===== src/rtl/rtc_bus_reader.sv =====
// Read-cycle sequencer for the RTC's multiplexed 8-bit address/data bus.
// Every output is registered from the next state, so pins change cleanly on the state-change edge.
module rtc_bus_reader #(
  parameter int PHASE_CYCLES = 4
) (
  input  logic       clk,
  input  logic       reset,
  input  logic       start,
  input  logic [7:0] addr,
  input  logic [7:0] ad_in,
  output logic [7:0] ad_out,
  output logic       ad_oe,
  output logic       cs_n,
  output logic       rd_n,
  output logic       wr_n,
  output logic       a_d,
  output logic [7:0] data_out,
  output logic       data_valid,
  output logic       busy
);

  typedef enum logic [2:0] {
    IDLE,
    ADDR,
    TURN,
    READ,
    RECOVER
  } state_t;

  localparam logic [3:0] LAST = 4'(PHASE_CYCLES - 1);

  state_t     state;
  state_t     state_nxt;
  logic [3:0] cnt;
  logic       phase_done;
  logic       capture;

  assign phase_done = (cnt == LAST);

  always_comb begin
    state_nxt = state;
    capture   = 1'b0;
    case (state)
      IDLE:    if (start) state_nxt = ADDR;
      ADDR:    if (phase_done) state_nxt = TURN;
      TURN:    state_nxt = READ;
      READ: begin
        if (phase_done) begin
          state_nxt = RECOVER;
          capture   = 1'b1;
        end
      end
      RECOVER: if (phase_done) state_nxt = IDLE;
      default: state_nxt = IDLE;
    endcase
  end

  always_ff @(posedge clk) begin
    if (reset) begin
      state      <= IDLE;
      cnt        <= 4'd0;
      ad_out     <= 8'h00;
      ad_oe      <= 1'b0;
      cs_n       <= 1'b1;
      rd_n       <= 1'b1;
      wr_n       <= 1'b1;
      a_d        <= 1'b1;
      data_out   <= 8'h00;
      data_valid <= 1'b0;
      busy       <= 1'b0;
    end else begin
      state <= state_nxt;
      // Counter restarts on every state entry; TURN is one cycle regardless of it.
      if (state_nxt != state || state == IDLE) cnt <= 4'd0;
      else                                     cnt <= cnt + 4'd1;
      if (state == IDLE && start) ad_out <= addr;
      ad_oe      <= (state_nxt == ADDR);
      a_d        <= (state_nxt != ADDR);
      cs_n       <= !(state_nxt == ADDR || state_nxt == TURN || state_nxt == READ);
      rd_n       <= (state_nxt != READ);
      wr_n       <= 1'b1;
      if (capture) data_out <= ad_in;
      data_valid <= capture;
      busy       <= (state_nxt != IDLE);
    end
  end

endmodule


===== config.mk =====
export PLATFORM = sky130hd
export DESIGN_NAME = rtc_bus_reader
export DESIGN_NICKNAME = d
export VERILOG_FILES = /design/src/rtl/rtc_bus_reader.sv
export SDC_FILE = /design/constraint.sdc
export NUM_CORES = 1
export LEC_CHECK = 0
export CORE_ASPECT_RATIO = 0.5
export CORE_MARGIN = 2
export CORE_UTILIZATION = 28
export DETAILED_ROUTE_END_ITERATION = 8
export HOLD_SLACK_MARGIN = 0.08
export PLACE_DENSITY_LB_ADDON = 0.2
export SYNTH_ARGS = -nofsm -noshare
export SYNTH_HDL_FRONTEND = slang
export SYNTH_SLANG_ARGS = --single-unit

===== constraint.sdc =====
create_clock -name clk -period 1.47 [get_ports clk]
set_input_delay 0.2205 -clock clk [delete_from_list [all_inputs] [get_ports clk]]
set_output_delay 0.2205 -clock clk [all_outputs]
set_load 0.1 [all_outputs]

# After elaboration in Yosys (flattened, before gate mapping)
# Index checks and enable logic that the tools add are counted.
op_classes:
  n_addsub: 1
  eq_ne: 11
  muxes: 7
  n_reduce_logical: 8
op_table:
  columns: ["cell", "n"]
  rows:
  - ["$pmux W3 S5", 1]
  - ["$eq A3 B2 Y1 const B", 4]
  - ["$mux W3", 4]
  - ["$eq A3 B1 Y1 const B", 2]
  - ["$add A4 B1 Y4 const B", 1]
  - ["$eq A4 B2 Y1 const B", 1]
  - ["$eq A3 B3 Y1 const B", 1]
  - ["$logic_not A3 Y1", 1]
  - ["$logic_or A1 B1 Y1", 3]
  - ["$ne A3 B1 Y1 const B", 1]
  - ["$ne A3 B2 Y1 const B", 1]
  - ["$ne A3 B3 Y1", 1]
  - ["$reduce_bool A3 Y1", 1]
  - ["$mux W1", 2]
  - ["$reduce_or A2 Y1", 1]
  - ["$logic_and A1 B1 Y1", 1]
  - ["$logic_not A1 Y1", 1]
word_totals:
  regBits: 29
  wordCells: 37

# Longest topological paths before layout
depth:
  depth_word: 7
  mapped_depth: 5
  ltp_nobuf: 4

# Worst setup path after synthesis
# Ideal clock, no wire load.
synth_timing:
  path_kind: "reg-to-reg"
  start: "register cnt[0]"
  end: "register a_d"
  setup_ns: 0.127
  arrival_ns: 1.320
  t_required_ns: 1.343
  slack_ns: 0.023
  stages_incl_launch_ff: 5
  synth_period_minus_slack_ns: 1.447
  path_cell_list: "dfxtp_1 -> ha_1 -> nor3b_4 -> a211o_1 -> or3_1"
synth_between:
  elab_chain_cells: 4
  word_cells_on_any_way: 6
  classes_between: "eq/ne (2); mux (4)"
synth_lines:
  columns: ["element", "line", "text"]
  rows:
  - ["from (decl)", "34", "logic [3:0] cnt;"]
  - ["from (signal assigned)", "75", "else cnt <= cnt + 4'd1;"]
  - ["$eq A4 B2 Y1 *", "38", "assign phase_done = (cnt == LAST);"]
  - ["$mux W3, on equally long branches", "53, 45, 48", null]
  - ["$pmux W3 S5 *", "43", "case (state)"]
  - ["$ne A3 B1 Y1 *", "78", "a_d <= (state_nxt != ADDR);"]
  - ["to (signal assigned)", "78", null]
  - ["to (decl)", "16", "output logic a_d,"]
# Every way passes the cells marked *; elsewhere a longest branch is shown, timed or not.
# A chain may end at the register's enable or synchronous reset.

# Worst setup path after layout
layout_timing:
  start: "register cnt[1]"
  end: "register a_d"
# The elaborated chain is that of the path after synthesis.

==> impl_metrics.py <==
metrics = {
    "synthesis": {
        "synth_cells": 122,
        "synth_mux_area_frac": 0.0686,
        "synth-simple-area-share": 0.295,
        "synth_edf_count": 0,
        "synthFlopType": "dfxtp_1",
        "synth_top_family_by_area": "simple AND/OR/NAND/NOR gates",
        "syn_nets": 142,
        "synth_xor_area_frac": 0.00750,
        "synth_area_um2": 1170,
        "async_reset_ff_frac": 0,
        "yosysSeqAreaShare": 0.497,
        "syn_avg_cell_area_um2": 9.57,
        "synth_compound_area_frac": 0.0761,
        "yosys_register_bits": 29,
        "yosysTopAreaCell": "dfxtp_1",
        "synth_fa_ha_area_frac": 0.0107,
        "ys_top_cells_by_area": "dfxtp_1 50%, nand2b_1 9.1%, mux2i_1 6.9%",
        "synthDistinctLibCells": 30,
        "yosys_warnings": 0,
        "synth_top_area_share": 0.497,
    },
    "place": {
        "gp_congestion": 0.747,
        "io_buffer_count": 40,
        "pre_cts_ws_ns": -0.142,
        "dp_hpwl_um": 1960,
    },
    "power": {
        "power_mw": 2.07,
        "ir_drop_uv": 462,
        "p_leak_nw": 0.805,
        "p_per_area_nw_per_um2": 1000,
    },
    "hold_path": {
        "timing.hold.worst_endpoint": "ad_out[0]",
        "hold_depth": 3,
        "hp-start": "addr[0]",
        "hp-class": "in -> reg",
    },
    "clock_tree": {
        "htree_levels": 2,
        "clk_pin_slew_ns": 0.06,
        "insertion_delay_ns": 0.28,
        "cts_made_buffers": 5,
        "clockBufferDepth": 2,
        "numClockSinks": 29,
        "cts_tree": "done",
        "cts_root_buffer": "clkbuf_8",
    },
    "worst_setup_path": {
        "critPathMaxFanout": 4,
        "cp_data_arrival_time_ns": 1.57,
        "timing.rr.end": "a_d",
        "regToRegStartpoint": "cnt[1]",
        "criticalPathCategory": "reg -> reg",
        "required_ns": 1.63,
        "critPathCaptureType": "flop",
        "timing.reg2reg.setup_slack_ns": 0.06,
        "r2r_cells": 4,
        "startpoint_type": "flop",
    },
    "global_route": {
        "antenna_found_initial": 0,
        "track_usage": 0.128,
        "grt_pass1_vias": 985,
        "grt_first_pass_wirelength_um": 4530,
        "grt-ovfl-total": 0,
        "grt_max_degree": 15,
    },
    "finish": {
        "diodes": 0,
        "layout.cells.most_common": "dfxtp_1",
        "layout.cells.most_common_list": "27 x dfxtp_1, 22 x buf_12, 18 x nand2_1, 18 x clkdlybuf4s50_1, 17 x nand2b_1",
        "area_growth_pct": 76.6,
        "nets": 196,
        "layout-drive-gt1-share": 0.288,
    },
    "route": {
        "wirelength_um": 2690,
        "drc": 0,
        "avgViaCountPerCell": 4.51,
        "ant_nets": 0,
        "wl_per_cell_um": 11.6,
        "vias": 1042,
        "firstDrtPassIters": 4,
        "drt_iter0_drc": 28,
    },
    "die": {
        "initial_core_util": 0.296,
        "design.core.area_um2": 3940,
        "die_w_um": 95.3,
        "fp-row-count": 16,
        "pin_count": 42,
        "die_area_um2": 4730,
        "fp.dieH_um": 49.7,
    },
    "run_status": {
        "outcome": "complete, no violations",
    },
    "flow_run": {
        "maxCapViolCount": 0,
    },
    "timing": {
        "grt_setup_unrepaired": "true",
        "fmax_mhz": 711,
        "skew_ns": 0.00438,
        "setup_viol": 0,
        "post-route-min-period_ns": 1.41,
        "hold_violations": 0,
        "finalMaxSlewViolations": 0,
        "fin_crit_sh": 0.957,
        "layout_setup_ws_ns": 0.0637,
    },
}
timing repair:
item,CTS,global route
pin swaps,0,1
hold endpoints to repair,0,0
endpoints found under the setup margin,5,12
resized for setup,0,5
gates cloned,0,0
setup buffers,1,0
hold buffers,0,0
layout make-up:
type	instances	area, um2
clock buffers	7	86.3
clock inverters	1	30.0
fillers	355	1880
flip-flops and latches	29	583
repair buffers	56	744
multi-input cells	84	551
well taps	54	67.6
where the power goes:
part,internal [mW],switching [mW]
clock network,0.552,0.287
logic,0.165,0.225
registers,0.812,0.0248
total,1.53,0.536
critical path, stage by stage, from the launching register on:
cell,delay (ns)
dfxtp_2,0.33
ha_4,0.15
nor3b_4,0.15
a211o_1,0.30
or3_1,0.34
per-stage QoR:
step / util / hold slack (ns) / std cells / cell area (um2) / setup TNS (ns)
6_report: 0.523 / 0.493 / 231 / 2060 / 0
3_5_place_dp: 0.487 / 0.487 / 222 / 1920 / -1.05
3_3_place_gp: 0.487 / 0.482 / 222 / 1920 / -0.937
4_1_cts: 0.518 / 0.482 / 231 / 2040 / 0
5_1_grt: 0.523 / 0.501 / 231 / 2060 / -0.205
2_1_floorplan: - / 0.338 / 122 / 1170 / 0
Yosys cell counts, types with 2 or more instances:
cell type and instances:
nor2_1 4, nor3b_1 2, mux2i_1 8, nand2_1 18, nand3_1 2, a21oi_1 11, nor3_1 5, buf_2 3
dfxtp_1 29, clkbuf_1 4, nand2b_1 17
state kept, by name, indices dropped and copies added (netlist names):
name / cells
data_out: 8
state: 3
cnt: 4
rd_n: 1
a_d: 1
busy: 1
data_valid: 1
ad_out: 8
cs_n: 1
ad_oe: 1
cell families (layout without fill, tap and decap cells):
family,after synthesis,count (layout)
and+or+nand+nor,58,58
DFF,29,29
AOI/OAI and AO/OA,15,15
buffers and inverters,9,64
muxes,8,8
adders and majority gates,1,1
other,1,1
xor gates and xnor gates,1,1
how the worst max path moves through the flow:
stage,from,endpoint,slack [ns]
after floorplan,cnt[0],a_d,0.02
final,cnt[1],a_d,0.06
after detailed placement,start,ad_out[0],-0.14
after CTS,cnt[1],data_out[6],0.006
after global routing,cnt[0],data_out[5],-0.05
after global placement,start,ad_out[0],-0.12
routing by layer:
metal	routed length, um	track usage	up-vias
met5	0	0	-
met4	59	0.0725	0
met3	182	0.0489	7
met2	1260	0.200	31
met1	1180	0.151	489
li1	-	-	515
Power figures use the tool's default switching activity.
